===== config.mk =====
export PLATFORM = sky130hd
export DESIGN_NAME = pwm_gen_4b
export DESIGN_NICKNAME = d
export VERILOG_FILES = /design/src/rtl/pwm_gen_4b.sv
export SDC_FILE = /design/constraint.sdc
export NUM_CORES = 1
export LEC_CHECK = 0
export CORE_MARGIN = 5
export CORE_UTILIZATION = 45
export DETAILED_ROUTE_END_ITERATION = 16
export PLACE_DENSITY = 0.85
export SLEW_MARGIN = 30
export SYNTH_ARGS = -nofsm -noshare
export SYNTH_HDL_FRONTEND = slang
export SYNTH_SLANG_ARGS = --single-unit

===== constraint.sdc =====
create_clock -name clk -period 1.2 [get_ports clk]
set_input_delay 0.12 -clock clk [delete_from_list [all_inputs] [get_ports clk]]
set_output_delay 0.12 -clock clk [all_outputs]
set_load 0.005 [all_outputs]

===== src/rtl/pwm_gen_4b.sv =====
// 4-bit PWM generator with a valid/ready duty handshake; new duty values take effect only at period wraps.
// Optional macro PWM_SYNC_EN adds a two-flop synchronizer on count_in (latency 2 -> 4 cycles).
module pwm_gen_4b (
   input  logic       clk,
   input  logic       rst,
   input  logic [3:0] count_in,
   input  logic [3:0] duty_in,
   input  logic       duty_valid,
   output logic       duty_ready,
   output logic       pwm_out,
   output logic       wrap_pulse,
   output logic [3:0] duty_active
);

   typedef enum logic {IDLE, PENDING} state_t;

   state_t     state;
   logic [3:0] count_s;
   logic [3:0] count_p;
   logic [3:0] shadow;
   logic [3:0] count_src;

`ifdef PWM_SYNC_EN
   logic [3:0] sync_1;
   logic [3:0] sync_2;

   // The upstream ripple counter may run off divided clocks, so retime it before use.
   always_ff @(posedge clk) begin
      if (rst) begin
         sync_1 <= 4'd0;
         sync_2 <= 4'd0;
      end else begin
         sync_1 <= count_in;
         sync_2 <= sync_1;
      end
   end

   assign count_src = sync_2;
`else
   assign count_src = count_in;
`endif

   // A wrap is a fall to zero from a non-zero count, so a stalled zero never re-fires.
   always_ff @(posedge clk) begin
      if (rst) begin
         count_s     <= 4'd0;
         count_p     <= 4'd0;
         wrap_pulse  <= 1'b0;
         pwm_out     <= 1'b0;
         duty_active <= 4'd0;
         shadow      <= 4'd0;
         state       <= IDLE;
      end else begin
         count_s    <= count_src;
         count_p    <= count_s;
         wrap_pulse <= (count_s == 4'd0) && (count_p != 4'd0);
         pwm_out    <= (count_s < duty_active);
         case (state)
            IDLE: begin
               if (duty_valid) begin
                  shadow <= duty_in;
                  state  <= PENDING;
               end
            end
            PENDING: begin
               if (wrap_pulse) begin
                  duty_active <= shadow;
                  state       <= IDLE;
               end
            end
            default: state <= IDLE;
         endcase
      end
   end

   assign duty_ready = (state == IDLE) && !rst;

endmodule


==> results.ini, run 1 <==
[global_route]
grt_pass1_vias=539
antenna_found_initial=0
grt_overflow=0
track_usage_pct=12.2
grt_max_degree=14
grt_pass1_wl_mm=2.31

[floorplan]
die_w_um=49.1
std_cell_rows=14
start_util_pct=46.8
dieArea_um2=2410
core_region_area_um2=1470
ioPinCount=18
die_y_um=49.1

[sta]
hold_viol_final=0
grt_setup_unrepaired=false
skew_ps=7.58
finalCriticalPeriod_ps=1150
slew_headroom_pct=81.4
worst_pin_slew_ps=277
max_freq_mhz=870
period_share_pct=95.8
final-setup-viol-count=0
drv_slew=0

[synth]
netlist_area_um2=688
synth_simple_gate_area_share_pct=22.4
yosysSeqAreaShare_pct=55.3
synth_xor_area_share_pct=0
ys_warn_count=0
synth_fa_ha_area_share_pct=5.45
synth.avg_cell_area_um2=9.56
ys_ff_latch=19
synth.distinct_cells=17
synth_top_family_by_area=simple AND/OR/NAND/NOR gates
synth_compound_area_share_pct=5.64
syn_inst=72
synthMuxAreaShare_pct=5.82
syn_nets=86

[place]
gp_congestion=0.716
dp_hpwl_mm=1.05
placed_area_um2=897
portBuffers=17
dp.cells=106

[run_status]
status=finished, final reports clean

[pwr]
clkPwrFrac_pct=27.8
switching_share_pct=23.1
total_power_uw=1130
power_switching_uw=260
p_seq_share_pct=60.1
combPwrFrac_pct=12.0
intPower_uw=866
worst_ir_drop_vdd_v=0.000800
power_density_nw_per_um2=1210
leakage_uw=0.000396

[drt]
dr_total_vias=548
viasPerCell=4.98
firstDrtPassIters=4
drt_iter0_drc=14
wl_per_cell_um=12.2
ant_nets=0
drc_errors=0
finalWirelength_mm=1.34

[clock_tree]
numCtsBuffers=3
cts_tree=yes
cts_htree_levels=1
clk_path_buf_depth=2
clk_pin_slew_ps=110
clock_latency_ps=290
clkSinkCount=19
cts_root_buf=clkbuf_4

[critical_path]
critical_path_buf_inv_count=1
cp_top_family=flip-flops
crit_fanout=3
start_kind=register
cp_slowest_stage_delay_ps=350
setup.worst_path.end_class=register
worstPathArrival_ps=1390
cp_slowest_cell=dfxtp_2
required_ps=1440
cp_cell_sequence=inv_1, ha_1, nor4_2, a211o_1
crit_type=reg -> reg

[cells_and_area]
final_cells=110
drive_gt1_share_pct=18.1
design_area_um2=933
areaGrowthSynthToFinish_pct=35.6
final_core_util_pct=63.4
fillers=134
antenna_cells=0
multiInputGateArea_um2=280
fin_nets=109
seq_area_um2=388

[run]
cap_violations=0

[worst_hold_path]
hold_path_class=in -> reg

[through the flow]
stage	hold WS (ps)	setup WS, ps	setup TNS, ps
global route	360	0.716	0
finish	375	50.8	0
floorplan	248	140	0
detailed placement	455	-187	-499
CTS	372	2.62	0
global placement	442	-157	-424
[layout make-up]
| type | count | share of cell area (%) |
|---|---|---|
| Clock buffer | 3 | 2.41 |
| Multi-Input combinational cell | 44 | 30.0 |
| Timing Repair Buffer | 22 | 21.3 |
| Sequential cell | 19 | 41.6 |
| Inverter | 5 | 2.01 |
| Tap cell | 16 | 2.14 |
| Clock inverter | 1 | 0.536 |
[cell usage in the layout, fill, tap and decap left out]
cell	n
dlygate4sd2_1	7
nor3_1	2
nor4_2	1
clkbuf_4	3
a21oi_1	5
inv_1	5
mux2i_1	4
clkdlybuf4s50_1	10
a211o_1	1
clkinv_2	1
buf_4	5
dfxtp_2	6
nand3_1	4
or4_1	1
nand2_1	5
nor4_1	2
dfxtp_1	13
o21ai_2	1
nor2_1	6
ha_1	3
nor2b_1	9
[state kept, by name, indices dropped and copies added (netlist names)]
register / flops
state: 1
count_p: 4
shadow: 4
count_s: 4
duty_active: 4
wrap_pulse: 1
pwm_out: 1
[cell usage after synthesis]
cell type	number	area share [%]
dfxtp_1	19	55
nor3_1	2	1.5
or4_1	1	1.1
nor2_1	6	3.3
o21ai_0	1	0.73
mux2i_1	4	5.8
nand2_1	5	2.7
a21oi_1	5	3.6
nor2b_1	9	8.2
nor4_1	3	2.7
clkbuf_2	1	0.73
ha_1	3	5.5
buf_1	1	0.54
a211o_1	1	1.3
nand3_1	4	2.9
inv_1	5	2.7
buf_2	2	1.5
[final timing paths]
path | startpoint | to | slack [ps] | depth (start not counted)
hold reg to reg | count_s[1] | wrap_pulse | 460 | 1
setup / recovery | duty_active[3] | pwm_out | 50 | 4
setup reg to reg | duty_active[3] | pwm_out | 50 | 4
hold / removal | count_in[0] | count_s[0] | 370 | 2
[routing by layer]
metal | track usage (%) | wire (um) | up-vias
li1 | - | - | 283
met1 | 15.7 | 619 | 245
met2 | 19.1 | 637 | 16
met3 | 2.14 | 52 | 4
met4 | 6.73 | 33 | 0
met5 | 0 | 0 | -
[power by group through the flow]
| stage | logic (uW) | registers, uW | clock network (uW) |
|---|---|---|---|
| finish | 136 | 677 | 313 |
| global route | 150 | 681 | 353 |
| CTS | 132 | 676 | 319 |
| detailed placement | 136 | 690 | 0 |
| global placement | 131 | 689 | 0 |
| floorplan | 66.6 | 686 | 0 |
[kinds of logic after synthesis]
family	after synthesis
compound gates	7
fa+ha+maj	3
buf+inv	9
flops	19
mux	4
simple gates	30
[timing repair]
action                                  CTS  global route
endpoints found under the setup margin    7             1
pin swaps                                 0             2
hold buffers                              0             0
setup buffers                             1             0
gates resized for setup                  13             3
cloned                                    0             0
Power figures use the tool's default switching activity.
==> run 2: changes to the inputs <==
--- a/config.mk
+++ b/config.mk
@@ -5,6 +5,7 @@
 export SDC_FILE = /design/constraint.sdc
 export NUM_CORES = 1
 export LEC_CHECK = 0
+export CAP_MARGIN = 20
 export CORE_MARGIN = 5
 export CORE_UTILIZATION = 45
 export DETAILED_ROUTE_END_ITERATION = 16
==> results of run 2 <==
Same layout as run 1: the final DEF is identical, and so are final timing and power.
==> RTL edit, RTL diff (config.mk and constraints of run 2) <==
The option `PWM_SYNC_EN` is turned on by a define.
--- a/src/rtl/pwm_gen_4b.sv
+++ b/src/rtl/pwm_gen_4b.sv
@@ -1,4 +1,6 @@
 // 4-bit PWM generator with a valid/ready duty handshake; new duty values take effect only at period wraps.
 // Optional macro PWM_SYNC_EN adds a two-flop synchronizer on count_in (latency 2 -> 4 cycles).
+`define PWM_SYNC_EN
+
 module pwm_gen_4b (
    input  logic       clk,
Function: changed (a bounded check fails within 4 cycles, from zero or initial values and one cycle with rst high).
==> RTL edit against run 2 <==
Critical path depth up 1; clock skew down 0.0027 ns; routed wire length is 14% higher; synthesized area is 31% higher; non-clock buffer count increased by 3; count of clock-buffer cells in the layout is the same; sequential cell count up 8; worst hold slack worse by 0.044 ns; clock power is 24% higher; worst setup slack got worse by 0.00068 ns; via count rose by 16%; cell area grew 29%; power rose by 30%; core utilization down 1.5 points; critical endpoint unchanged.
==> RTL edit: results (changes against run 2) <==
.. list-table::
   :header-rows: 1

   * - Metric
     - Value
   * - Result of the run
     - completed
   * - Post-CTS clock slew at the launch and capture registers of the worst setup and hold paths
     - 0.14 ns (+0.03 ns)
   * - Grt met1 use
     - 0.130 (-0.0266)
   * - Top post-synthesis cells by count
     - dfxtp_1 (27), nor2b_1 (17), nor2_1 (6)
   * - Via count
     - 636 (+16%)
   * - Routability congestion estimate from global placement
     - 0.795 (+11%)
   * - Hold Slack
     - 0.331 ns (-0.0438 ns)
   * - DP Wirelength
     - 1130 microns (+8.0%)
   * - Clock distribution area overhead in the final layout
     - 0.0249 (-0.00454)
   * - First-pass iteration count of the detailed router
     - 3 (-1)
   * - Filler cells
     - 168 (+25%)
   * - Wire length of the first global-routing pass
     - 2540 microns (+9.9%)
   * - Total Routed Length
     - 1530 microns (+14%)
   * - Area share of fa/ha/maj cells after synthesis
     - 0.0416 (-0.0129)
   * - Worst R2R Start
     - duty_active[2]
   * - Portion of the layout cell area used by non-clock buffers
     - 0.184 (-0.0291)
   * - DRC violation total after the first TritonRoute iteration
     - 6 (-8)
   * - Slew at the pin closest to its max-slew limit
     - 0.258 ns (-0.0191 ns)
   * - Drt wl/cell
     - 10.9 microns (-10%)
   * - Net count after synthesis
     - 103 (+20%)
   * - Largest cells by area after synthesis
     - dfxtp_1 (60%), nor2b_1 (12%), mux2i_1 (4.4%), ha_1 (4.2%), a21oi_1 (2.8%)
   * - Share of final-layout standard cells stronger than drive strength 1
     - 0.204 (+0.0227)
   * - Post-placement setup slack
     - -0.226 ns (-0.0381 ns)
   * - Metal2 WL
     - 763 microns (+20%)
   * - Avg Inst Size Synth
     - 10.1 sq um (+6.1%)
   * - Cell count after placement
     - 133 (+25%)
   * - Met2 capacity usage during global routing
     - 0.197 (+0.00586)
   * - IR drop worst, VDD
     - 0.00102 V (+27%)
==> RTL edit: logic make-up (layout without fill, tap and decap cells) <==
family / Yosys count / after routing
simple gates: 38 / 38
flops: 27 / 27
buf+inv: 10 / 34
compound gates: 7 / 7
mux: 4 / 4
fa+ha+maj: 3 / 3
==> RTL edit: power breakdown <==
group	switching (uW)	total, uW	internal [uW]	leakage [uW]
registers	13.7	944	931	0.000224
clock network	261	389	128	0.0000139
logic	52.5	133	80.5	0.000257
==> RTL edit: worst max-delay path by stage <==
stage / from / end / slack, ns / depth (start not counted)
after floorplan: duty_active[1] / pwm_out / 0.14 / 4
after global placement: rst / wrap_pulse / -0.17 / 3
after detailed placement: rst / wrap_pulse / -0.23 / 3
after CTS: duty_active[1] / pwm_out / 0.03 / 5
after global routing: duty_active[2] / pwm_out / 0.006 / 5
final: duty_active[2] / pwm_out / 0.05 / 5
